### src/rtl/im_pkg.sv
// Shared types and constants for the instruction-memory boot loader.
// Default word/address widths and the frame sync marker live here.
package im_pkg;

   localparam int         IM_INSTR_SIZE  = 32;
   localparam int         IM_PC_SIZE     = 8;
   localparam logic [7:0] SYNC_BYTE      = 8'hA5;
   localparam int         BYTES_PER_WORD = IM_INSTR_SIZE / 8;

   // A one-byte word still needs a one-bit counter to keep port widths legal.
   function automatic int bcnt_width(input int bpw);
      return (bpw > 1) ? $clog2(bpw) : 1;
   endfunction

   localparam int BCNT_W = bcnt_width(BYTES_PER_WORD);

   typedef enum logic [2:0] {
      ST_IDLE,
      ST_LEN_HI,
      ST_LEN_LO,
      ST_DATA,
      ST_WRITE,
      ST_CSUM,
      ST_DONE,
      ST_ERR
   } ld_state_e;

endpackage

### src/rtl/im_word_assembler.sv
// Big-endian byte-to-word shift register with a byte counter.
// word_out/word_full show the word that the current byte would complete.
module im_word_assembler
   import im_pkg::*;
#(
   parameter int W = IM_INSTR_SIZE
) (
   input  logic         clk,
   input  logic         n_reset,
   input  logic [7:0]   byte_in,
   input  logic         byte_en,
   input  logic         clear,
   output logic [W-1:0] word_out,
   output logic         word_full
);

   localparam int            BPW  = W / 8;
   localparam int            CW   = bcnt_width(BPW);
   localparam logic [CW-1:0] LAST = CW'(BPW - 1);

   logic [W-1:0]  shift_q, shift_d;
   logic [CW-1:0] bcnt_q, bcnt_d;

   always_comb begin
      word_out  = (shift_q << 4'd8) | W'(byte_in);
      word_full = byte_en && !clear && (bcnt_q == LAST);
      shift_d   = shift_q;
      bcnt_d    = bcnt_q;
      if (clear) begin
         shift_d = '0;
         bcnt_d  = '0;
      end else if (byte_en) begin
         shift_d = word_out;
         bcnt_d  = word_full ? '0 : (bcnt_q + CW'(1));
      end else begin
         shift_d = shift_q;
         bcnt_d  = bcnt_q;
      end
   end

   always_ff @(posedge clk or negedge n_reset) begin
      if (!n_reset) begin
         shift_q <= '0;
         bcnt_q  <= '0;
      end else begin
         shift_q <= shift_d;
         bcnt_q  <= bcnt_d;
      end
   end

endmodule

### src/rtl/im_loader.sv
// Boot-time instruction-memory loader: parses sync/length/data/checksum frames
// from a byte stream, writes assembled words to IM and holds the CPU meanwhile.
module im_loader
   import im_pkg::*;
#(
   parameter int INSTR_SIZE = IM_INSTR_SIZE,
   parameter int PC_SIZE    = IM_PC_SIZE
) (
   input  logic                  clk,
   input  logic                  n_reset,
   input  logic [7:0]            rx_data,
   input  logic                  rx_valid,
   output logic                  rx_ready,
   input  logic                  abort,
   output logic                  im_we,
   output logic [PC_SIZE-1:0]    im_waddr,
   output logic [INSTR_SIZE-1:0] im_wdata,
   output logic                  cpu_hold,
   output logic                  load_done,
   output logic                  load_err
);

   localparam logic [16:0] MAX_WORDS = 17'd1 << PC_SIZE;

   ld_state_e             state_q, state_d;
   logic [15:0]           cnt_q, cnt_d;
   logic [PC_SIZE-1:0]    addr_q, addr_d;
   logic [7:0]            csum_q, csum_d;
   logic                  rx_ready_q, rx_ready_d;
   logic                  im_we_q, im_we_d;
   logic [PC_SIZE-1:0]    im_waddr_q, im_waddr_d;
   logic [INSTR_SIZE-1:0] im_wdata_q, im_wdata_d;
   logic                  cpu_hold_q, cpu_hold_d;
   logic                  load_done_q, load_done_d;
   logic                  load_err_q, load_err_d;

   logic                  accept_s, idle_like_s, abort_s, sync_s;
   logic                  asm_en_s, word_full_s;
   logic [INSTR_SIZE-1:0] word_s;
   logic [15:0]           len_s;

   assign accept_s    = rx_valid && rx_ready_q;
   assign idle_like_s = (state_q == ST_IDLE) || (state_q == ST_DONE) || (state_q == ST_ERR);
   assign abort_s     = abort && !idle_like_s;
   assign sync_s      = accept_s && idle_like_s && (rx_data == SYNC_BYTE);
   assign asm_en_s    = accept_s && !abort_s && (state_q == ST_DATA);
   assign len_s       = {cnt_q[15:8], rx_data};

   im_word_assembler #(.W(INSTR_SIZE)) u_asm (
      .clk       (clk),
      .n_reset   (n_reset),
      .byte_in   (rx_data),
      .byte_en   (asm_en_s),
      .clear     (sync_s),
      .word_out  (word_s),
      .word_full (word_full_s)
   );

   always_comb begin
      state_d     = state_q;
      cnt_d       = cnt_q;
      addr_d      = addr_q;
      csum_d      = csum_q;
      im_waddr_d  = im_waddr_q;
      im_wdata_d  = im_wdata_q;
      cpu_hold_d  = cpu_hold_q;
      load_done_d = load_done_q;
      load_err_d  = load_err_q;
      // Abort beats any byte arriving on the same edge, so a pending word is never written.
      if (abort_s) begin
         state_d    = ST_ERR;
         load_err_d = 1'b1;
         cpu_hold_d = 1'b1;
      end else begin
         case (state_q)
            ST_IDLE, ST_DONE, ST_ERR: begin
               if (sync_s) begin
                  state_d     = ST_LEN_HI;
                  cpu_hold_d  = 1'b1;
                  load_done_d = 1'b0;
                  load_err_d  = 1'b0;
                  addr_d      = '0;
                  csum_d      = 8'h00;
                  cnt_d       = 16'h0000;
               end else begin
                  state_d = state_q;
               end
            end
            ST_LEN_HI: begin
               if (accept_s) begin
                  cnt_d   = {rx_data, 8'h00};
                  state_d = ST_LEN_LO;
               end else begin
                  state_d = state_q;
               end
            end
            ST_LEN_LO: begin
               if (accept_s) begin
                  cnt_d = len_s;
                  if ({1'b0, len_s} > MAX_WORDS) begin
                     state_d    = ST_ERR;
                     load_err_d = 1'b1;
                  end else if (len_s == 16'h0000) begin
                     state_d = ST_CSUM;
                  end else begin
                     state_d = ST_DATA;
                  end
               end else begin
                  state_d = state_q;
               end
            end
            ST_DATA: begin
               if (asm_en_s) begin
                  csum_d = csum_q ^ rx_data;
                  if (word_full_s) begin
                     state_d    = ST_WRITE;
                     im_waddr_d = addr_q;
                     im_wdata_d = word_s;
                  end else begin
                     state_d = ST_DATA;
                  end
               end else begin
                  state_d = state_q;
               end
            end
            ST_WRITE: begin
               addr_d  = addr_q + PC_SIZE'(1);
               cnt_d   = cnt_q - 16'd1;
               state_d = (cnt_q == 16'd1) ? ST_CSUM : ST_DATA;
            end
            ST_CSUM: begin
               if (accept_s) begin
                  if (rx_data == csum_q) begin
                     state_d     = ST_DONE;
                     load_done_d = 1'b1;
                     cpu_hold_d  = 1'b0;
                  end else begin
                     state_d    = ST_ERR;
                     load_err_d = 1'b1;
                  end
               end else begin
                  state_d = state_q;
               end
            end
            default: begin
               state_d = ST_IDLE;
            end
         endcase
      end
      rx_ready_d = (state_d != ST_WRITE);
      im_we_d    = (state_d == ST_WRITE);
   end

   always_ff @(posedge clk or negedge n_reset) begin
      if (!n_reset) begin
         state_q     <= ST_IDLE;
         cnt_q       <= 16'h0000;
         addr_q      <= '0;
         csum_q      <= 8'h00;
         rx_ready_q  <= 1'b1;
         im_we_q     <= 1'b0;
         im_waddr_q  <= '0;
         im_wdata_q  <= '0;
         cpu_hold_q  <= 1'b0;
         load_done_q <= 1'b0;
         load_err_q  <= 1'b0;
      end else begin
         state_q     <= state_d;
         cnt_q       <= cnt_d;
         addr_q      <= addr_d;
         csum_q      <= csum_d;
         rx_ready_q  <= rx_ready_d;
         im_we_q     <= im_we_d;
         im_waddr_q  <= im_waddr_d;
         im_wdata_q  <= im_wdata_d;
         cpu_hold_q  <= cpu_hold_d;
         load_done_q <= load_done_d;
         load_err_q  <= load_err_d;
      end
   end

   assign rx_ready  = rx_ready_q;
   assign im_we     = im_we_q;
   assign im_waddr  = im_waddr_q;
   assign im_wdata  = im_wdata_q;
   assign cpu_hold  = cpu_hold_q;
   assign load_done = load_done_q;
   assign load_err  = load_err_q;

endmodule
### config.mk
export PLATFORM = sky130hd
export DESIGN_NAME = im_loader
export DESIGN_NICKNAME = d
export VERILOG_FILES = /design/src/rtl/im_pkg.sv /design/src/rtl/im_word_assembler.sv /design/src/rtl/im_loader.sv
export SDC_FILE = /design/constraint.sdc
export NUM_CORES = 1
export LEC_CHECK = 0
export BUFFER_PORTS_ARGS = -buffer_cell sky130_fd_sc_hd__buf_4
export CAP_MARGIN = 30
export CORE_AREA = 2 2 104 106
export CTS_BUF_LIST = sky130_fd_sc_hd__clkbuf_4 sky130_fd_sc_hd__clkbuf_8 sky130_fd_sc_hd__clkbuf_16
export DETAILED_ROUTE_END_ITERATION = 7
export DIE_AREA = 0 0 106 108
export PLACE_DENSITY = 0.71
export SLEW_MARGIN = 20
export SYNTH_ARGS = -nofsm -noshare
export SYNTH_HDL_FRONTEND = slang
export SYNTH_SLANG_ARGS = --single-unit
### constraint.sdc
create_clock -name clk -period 1.9 [get_ports clk]
set_input_delay 0.19 -clock clk [delete_from_list [all_inputs] [get_ports clk]]
set_output_delay 0.19 -clock clk [all_outputs]
set_load 0.02 [all_outputs]
# After elaboration in Yosys (flattened, before gate mapping)

Index checks and enable logic that the tools add are counted.

Register bits after elaboration: 106
Bits in latches: 0
RAM bits: 0
Memory bits (read-only): 0
Bits of input ports: 12
Output and inout port bits: 45
Memories: 0

Add/subtract/negate cells: 3
Multipliers: 0
Div/mod/pow operators: 0
Magnitude comparators: 1
Equality and inequality tests: 25
Shift operators: 0
Mux-type cells: 40
Bitwise operators: 4
Reduce and logical (&&, ||, !) cells: 32

Operators by type and width:

| kind                                                                              | count |
|---|---|
| 16-bit case mux with 4 select lines                                               | 1 |
| 24-bit 2-to-1 mux                                                                 | 2 |
| 16-bit 2-to-1 mux                                                                 | 2 |
| 32-bit by 8-bit OR with 32-bit output                                             | 1 |
| 8-bit case mux with 2 select lines                                                | 2 |
| 3-bit 2-to-1 mux                                                                  | 10 |
| 8-bit 2-to-1 mux                                                                  | 3 |
| 3-bit != test (second input constant)                                             | 6 |
| 3-bit case mux with 6 select lines                                                | 1 |
| 16-bit by 1-bit equality test with 1-bit output (second input constant)           | 1 |
| 16-bit by 9-bit greater-than comparator with 1-bit output (second input constant) | 1 |
| 16-bit logical NOT                                                                | 1 |
| 16-bit by 1-bit subtractor with 16-bit output (second input constant)             | 1 |
| 3-bit equality test (second input constant)                                       | 5 |
| 5-bit AND reduction                                                               | 3 |
| 1-bit 2-to-1 mux                                                                  | 13 |
| 4-bit AND reduction                                                               | 3 |
| 8-bit by 1-bit adder with 8-bit output (second input constant)                    | 1 |
| 8-bit equality test                                                               | 1 |
| 8-bit equality test (second input constant)                                       | 1 |
| 1-bit logical AND                                                                 | 8 |
| 2-bit != test (second input constant)                                             | 4 |
| 2-bit nonzero test                                                                | 4 |
| 4-bit nonzero test                                                                | 2 |
| other kinds (18)                                                                  | 28 |

# Depth between registers and ports, before layout

Depth in word-level cells: 15
Gate-level depth with buffers: 8
Depth with buffers taken out: 7

# Cells and area by module

A second synthesis with hierarchy kept.

Cells, all modules: 500
Area, all modules: 5275.1 um^2

Modules (own cells, without submodules):

| module            | times used | cells an instance | area each (um^2) | sequential area each (um^2) |
|---|---|---|---|---|
| im_loader         | 1          | 404               | 4140.2           | 2003.2 |
| im_word_assembler | 1          | 96                | 1134.8           | 650.6 |

# Worst setup path before layout

OpenSTA, ideal clock, no wires.

Kind: register to register
Start: register state_q[2]
End: register cnt_q[4]
Library setup time: 0.126 ns
Data arrival time: 1.924 ns
Required time: 1.774 ns
Path slack: -0.149 ns
Stages on the path, launching flop included: 9
Path buffers: 3
Clock period less this slack: 2.049 ns
Path through: dfrtp_1 > clkbuf_1 > clkbuf_1 > inv_1 > nor4_1 > o32ai_1 > buf_2 > o21ai_1 > o21ai_1

Longest elaborated chain between the ends: 7

RTL lines:

| item                                                                                   | line                             | RTL |
|---|---|---|
| start, declared                                                                        | im_loader.sv:25                  | `ld_state_e state_q, state_d;` |
| start signal, assigned                                                                 | im_loader.sv:168                 | `state_q <= state_d;` |
| 3-bit equality test / 3-bit logical NOT (equally long branches)                        | im_loader.sv:43, im_loader.sv:75 |  |
| 1-bit logical OR (2 in a row)                                                          | im_loader.sv:43                  | `assign idle_like_s = (state_q == ST_IDLE) \|\| (state_q == ST_DONE) \|\| (state_q == ST_ERR);` |
| 1-bit logical AND / 1-bit logical NOT (equally long branches)                          | im_loader.sv:45, im_loader.sv:44 |  |
| 1-bit logical AND, on equally long branches                                            | im_loader.sv:45, im_loader.sv:44 |  |
| 2-bit by 1-bit != test with 1-bit output (no line) / 1-bit NOT (equally long branches) | -                                |  |
| 5-bit AND reduction (no line)                                                          | -                                |  |
| end signal, assigned                                                                   | im_loader.sv:169                 | `cnt_q <= cnt_d;` |
| end, declared                                                                          | im_loader.sv:26                  | `logic [15:0] cnt_q, cnt_d;` |

Parallel ways exist; a longest one is shown, timed or not.
A chain may end at the register's enable or synchronous reset.

# Worst setup path in the final report

Start: register state_q[0]
End: register addr_q[5]

Longest elaborated chain between the ends: 7

RTL lines:

| item                                                                                   | line                             | RTL |
|---|---|---|
| 3-bit equality test / 3-bit logical NOT (equally long branches)                        | im_loader.sv:43, im_loader.sv:75 |  |
| 1-bit logical OR (2 in a row)                                                          | im_loader.sv:43                  |  |
| 1-bit logical AND / 1-bit logical NOT (equally long branches)                          | im_loader.sv:45, im_loader.sv:44 |  |
| 1-bit logical AND, on equally long branches                                            | im_loader.sv:45, im_loader.sv:44 |  |
| 2-bit by 1-bit != test with 1-bit output (no line) / 1-bit NOT (equally long branches) | -                                |  |
| 3-bit AND reduction (no line)                                                          | -                                |  |
| end signal, assigned                                                                   | im_loader.sv:170                 | `addr_q <= addr_d;` |
| end, declared                                                                          | im_loader.sv:27                  | `logic [PC_SIZE-1:0] addr_q, addr_d;` |

Parallel ways exist; a longest one is shown, timed or not.

==> results_tabular.tex <==
\begin{tabular}{lr}
\hline
Metric & Value \\
\hline
\multicolumn{2}{l}{\textbf{STA}} \\
\quad Setup Viol. Count Final & 4 \\
\quad RSZ-0062 raised after global routing & true \\
\quad Number of hold violations in the final report & 0 \\
\quad Share of the clock period used by the worst path & 103\% \\
\quad Setup clock skew after layout & 0.0169 ns \\
\quad Minimum clock period after layout & 1.96 ns \\
\quad Worst-case setup margin in the final layout & -0.0552 ns \\
\quad Fmax & 511 MHz \\
\quad Worst Tran Pin Value & 0.573 ns \\
\quad Worst rel slew slack & 61.8\% \\
\quad Number of max-slew violations in the final report & 0 \\
\multicolumn{2}{l}{\textbf{Yosys}} \\
\quad Most repeated cell in the gate-level netlist after synthesis & sky130\_fd\_sc\_hd\_\_nand2\_1 \\
\quad Largest family of logic cells by synthesized area & simple AND/OR/NAND/NOR gates \\
\quad Ys Warns & 0 \\
\quad Xor/xnor share of the synthesized area & 2.43\% \\
\quad Seq/Total Area, Yosys & between 50\% and 60\% \\
\quad Share of cell area taken by muxes after synthesis & less than 1\% \\
\quad Adder-Cell Fraction of Synth Area & 0.990\% \\
\quad Compound-Gate Fraction of Synth Area & approximately 17\% \\
\quad Post-synthesis cell type with the largest combined area & sky130\_fd\_sc\_hd\_\_dfrtp\_1 \\
\quad Yosys reg bits & $\sim$110 \\
\quad Cells taking the most area after synthesis & sky130\_fd\_sc\_hd\_\_dfrtp\_1, sky130\_fd\_sc\_hd\_\_nand2\_1, sky130\_fd\_sc\_hd\_\_a22o\_1, sky130\_fd\_sc\_hd\_\_nor2\_1, sky130\_fd\_sc\_hd\_\_o21ai\_0 \\
\quad Share of the synthesized area in the top cell type & between 50 and 60\% \\
\quad Leading register cell type out of synthesis & sky130\_fd\_sc\_hd\_\_dfrtp\_1 \\
\quad Post-Syn Instances & 554 \\
\quad Unique cell type count in the Yosys netlist & 64 \\
\quad Basic-gate share of the synthesized area counting and, or, nand and nor cells & approximately 23\% \\
\quad Syn nets & 570 \\
\quad Share of async-settable or async-resettable flops after synthesis & 100\% \\
\quad Count of flip-flops with a built-in enable after synthesis & 0 \\
\quad Cell types with the highest counts after synthesis & sky130\_fd\_sc\_hd\_\_nand2\_1, sky130\_fd\_sc\_hd\_\_dfrtp\_1, sky130\_fd\_sc\_hd\_\_nor2\_1 \\
\quad Post-Synthesis Mean Instance Area & 9.12 µm² \\
\quad Cell area after technology mapping & 5050 µm² \\
\multicolumn{2}{l}{\textbf{Floorplan}} \\
\quad Die W & about 110 µm \\
\quad Core region area & 10200 µm² \\
\quad Area enclosed by the die boundary & approximately 11000 µm² \\
\quad Initial Util & 49.4\% \\
\quad Die height & 108 µm \\
\quad Num rows & 37 \\
\quad Count of boundary I/O pins & 57 \\
\multicolumn{2}{l}{\textbf{GRT}} \\
\quad Via count of the first global-routing pass & 4347 \\
\quad Number of antenna violations at the first check in global routing & 0 \\
\quad Total global routing overflow & 0 \\
\quad Largest net degree at the start of global routing & 107 \\
\quad GR Util All Layers & 23.3\% \\
\quad First-pass GRT wire length & about 21 mm \\
\multicolumn{2}{l}{\textbf{Routing}} \\
\quad Via count & 4400 \\
\quad Post-route DRC & 0 \\
\quad Routed wire length & 12.8 mm \\
\quad Antenna Nets Post-Route & 0 \\
\quad Average routed wire per standard cell & 16.3 µm \\
\quad Ratio of routed vias to standard cells & 5.58 \\
\quad 1st-pass router iterations & 5 \\
\quad Starting DRC count in detailed routing & 289 \\
\multicolumn{2}{l}{\textbf{Setup path}} \\
\quad Critical Path AT & 2.28 ns \\
\quad Kind of capture point of the worst setup path & register \\
\quad Crit start category & register \\
\quad Worst endpoint required time & around 2.2 ns \\
\quad Critical path class & register to register \\
\quad Critical path fanouts, max & 6 \\
\multicolumn{2}{l}{\textbf{Clock network}} \\
\quad Clk Latency, worst-skew pair & 0.38 ns \\
\quad Clock tree from TritonCTS & done \\
\quad Number of clock sinks & 106 \\
\quad Total CTS buffers & 9 \\
\quad Buffer levels on the longest clock path & 2 \\
\quad H-Tree Level Count & 3 \\
\quad CTS root buffer & sky130\_fd\_sc\_hd\_\_clkbuf\_8 \\
\quad Clock slew at reported path FFs & 0.12 ns \\
\multicolumn{2}{l}{\textbf{Power}} \\
\quad Standby leakage power & 3.18 nW \\
\quad Total power & slightly above 0.007 W \\
\quad Worst ir drop on vdd & 0.000725 V \\
\quad Pwr dens & 1120 nW/µm² \\
\multicolumn{2}{l}{\textbf{Cells and area}} \\
\quad Net count reported at finish & 663 \\
\quad Share of final-layout standard cells stronger than drive strength 1 & 24.5\% \\
\quad Final Util & 62.0\% \\
\quad Diode count & 0 \\
\quad Count of filler cells inserted in the layout & 868 \\
\quad Post-synthesis to final-layout area growth & 25.5\% \\
\quad Final design instance area without fill & 6340 µm² \\
\multicolumn{2}{l}{\textbf{Outcome}} \\
\quad Run status & complete, but fails checks \\
\quad Violated checks & setup timing \\
\multicolumn{2}{l}{\textbf{Hold path}} \\
\quad Worst min-delay path category & input pin to register \\
\multicolumn{2}{l}{\textbf{Placed design}} \\
\quad Total half-perimeter wirelength after legalization and detailed placement & 9.04 mm \\
\quad Total cell area at the placement stage & 5990 µm² \\
\quad RePlAce Congestion & 0.965 \\
\quad Number of buffer cells added on primary ports & 56 \\
\multicolumn{2}{l}{\textbf{Flow run}} \\
\quad Count of max-cap constraint violations & 0 \\
\hline
\end{tabular}
[power breakdown]
part | switching (W) | leakage [nW] | internal, W | total [W]
combinational | 0.00143 | 1.65 | 0.00112 | 0.00255
sequential | 0.000373 | 1.42 | 0.00271 | 0.00308
clock | 0.000915 | 0.106 | 0.000542 | 0.00146
[through the flow]
step | setup slack, ns | hold slack (ns) | TNS [ns] | instances
floorplan | -0.0144 | -0.106 | -0.172 | 554
global placement | -0.0632 | 0.304 | -0.151 | 769
detailed placement | -0.110 | 0.308 | -0.354 | 769
CTS | -0.0272 | 0.175 | -0.0272 | 788
global route | -0.116 | 0.195 | -0.724 | 788
finish | -0.0552 | 0.173 | -0.111 | 788
[worst paths after layout]
path                        startpoint           end  slack [ns]  cells past startpoint
max in group asynchronous      n_reset  im_wdata[13]        1.08                      3
setup reg to reg            state_q[0]     addr_q[5]       -0.06                      7
hold reg to reg            im_wdata[4]   im_wdata[4]        0.49                      2
min in group asynchronous      n_reset   im_waddr[4]        0.38                      3
hold / removal              rx_data[5]      cnt_q[5]        0.17                      3
setup / recovery            state_q[0]     addr_q[5]       -0.06                      7
[critical path, stage by stage, from the launching register on]
cell and delay, ns:
sky130_fd_sc_hd__dfrtp_1 0.40, sky130_fd_sc_hd__or3_4 0.40, sky130_fd_sc_hd__a2111oi_4 0.37, sky130_fd_sc_hd__buf_4 0.22, sky130_fd_sc_hd__buf_12 0.12, sky130_fd_sc_hd__o211ai_1 0.12
sky130_fd_sc_hd__xor2_1 0.16, sky130_fd_sc_hd__nor2_1 0.11
[kinds of logic after synthesis]
group	count (synthesis)
adder cells (fa/ha/maj)	4
AO/OA/AOI/OAI	126
AND/OR/NAND/NOR	259
XOR/XNOR	14
buffers and inverters	42
flip-flops	106
multiplexers	3
[final cells by class]
cell class | instances | area, µm² | area share, %
clock buffers | 9 | 124 | 1.95
clock inverters | 7 | 91.3 | 1.44
inverters | 9 | 33.8 | 0.533
multi-input cells | 406 | 2350 | 37.0
flip-flops and latches | 106 | 2650 | 41.8
well taps | 136 | 170 | 2.68
repair buffers | 115 | 923 | 14.6
[repair_timing]
action,CTS,global route
gates resized for setup,4,17
endpoints found under the setup margin,2,55
endpoints found under the hold margin,105,0
pin swaps,1,2
hold buffers,1,0
buffers inserted,2,0
cloned,0,0
[sequential cells by signal, indices dropped and copies added, names as in the netlist]
name and flops:
load_done 1, rx_ready 1, csum_q 8, im_wdata 32, cnt_q 16, im_we 1, state_q 3, load_err 1
u_asm.shift_q 24, cpu_hold 1, im_waddr 8, u_asm.bcnt_q 2, addr_q 8
[layer usage]
layer	global-route usage, %	share of wire (%)	vias up
met4	9.68	2.5	0
met2	37.7	48	155
met1	31.1	44	2116
li1	-	-	2098
met5	0	0	-
met3	4.34	5.9	31
[cell usage in the layout (no fill, tap or decap), drive strengths merged, types with 4 or more instances in the layout]
| master | instances |
|---|---|
| a22o | 18 |
| a21oi | 15 |
| nand2 | 152 |
| nor3 | 15 |
| nor2 | 39 |
| inv | 12 |
| and2 | 8 |
| nor4 | 6 |
| nand2b | 5 |
| clkbuf | 9 |
| and3 | 4 |
| clkinv | 4 |
| o21ai | 50 |
| ha | 4 |
| nand3 | 6 |
| xor2 | 13 |
| a22oi | 8 |
| dfrtp | 105 |
| buf | 114 |
(Power assumes the default switching activity.)
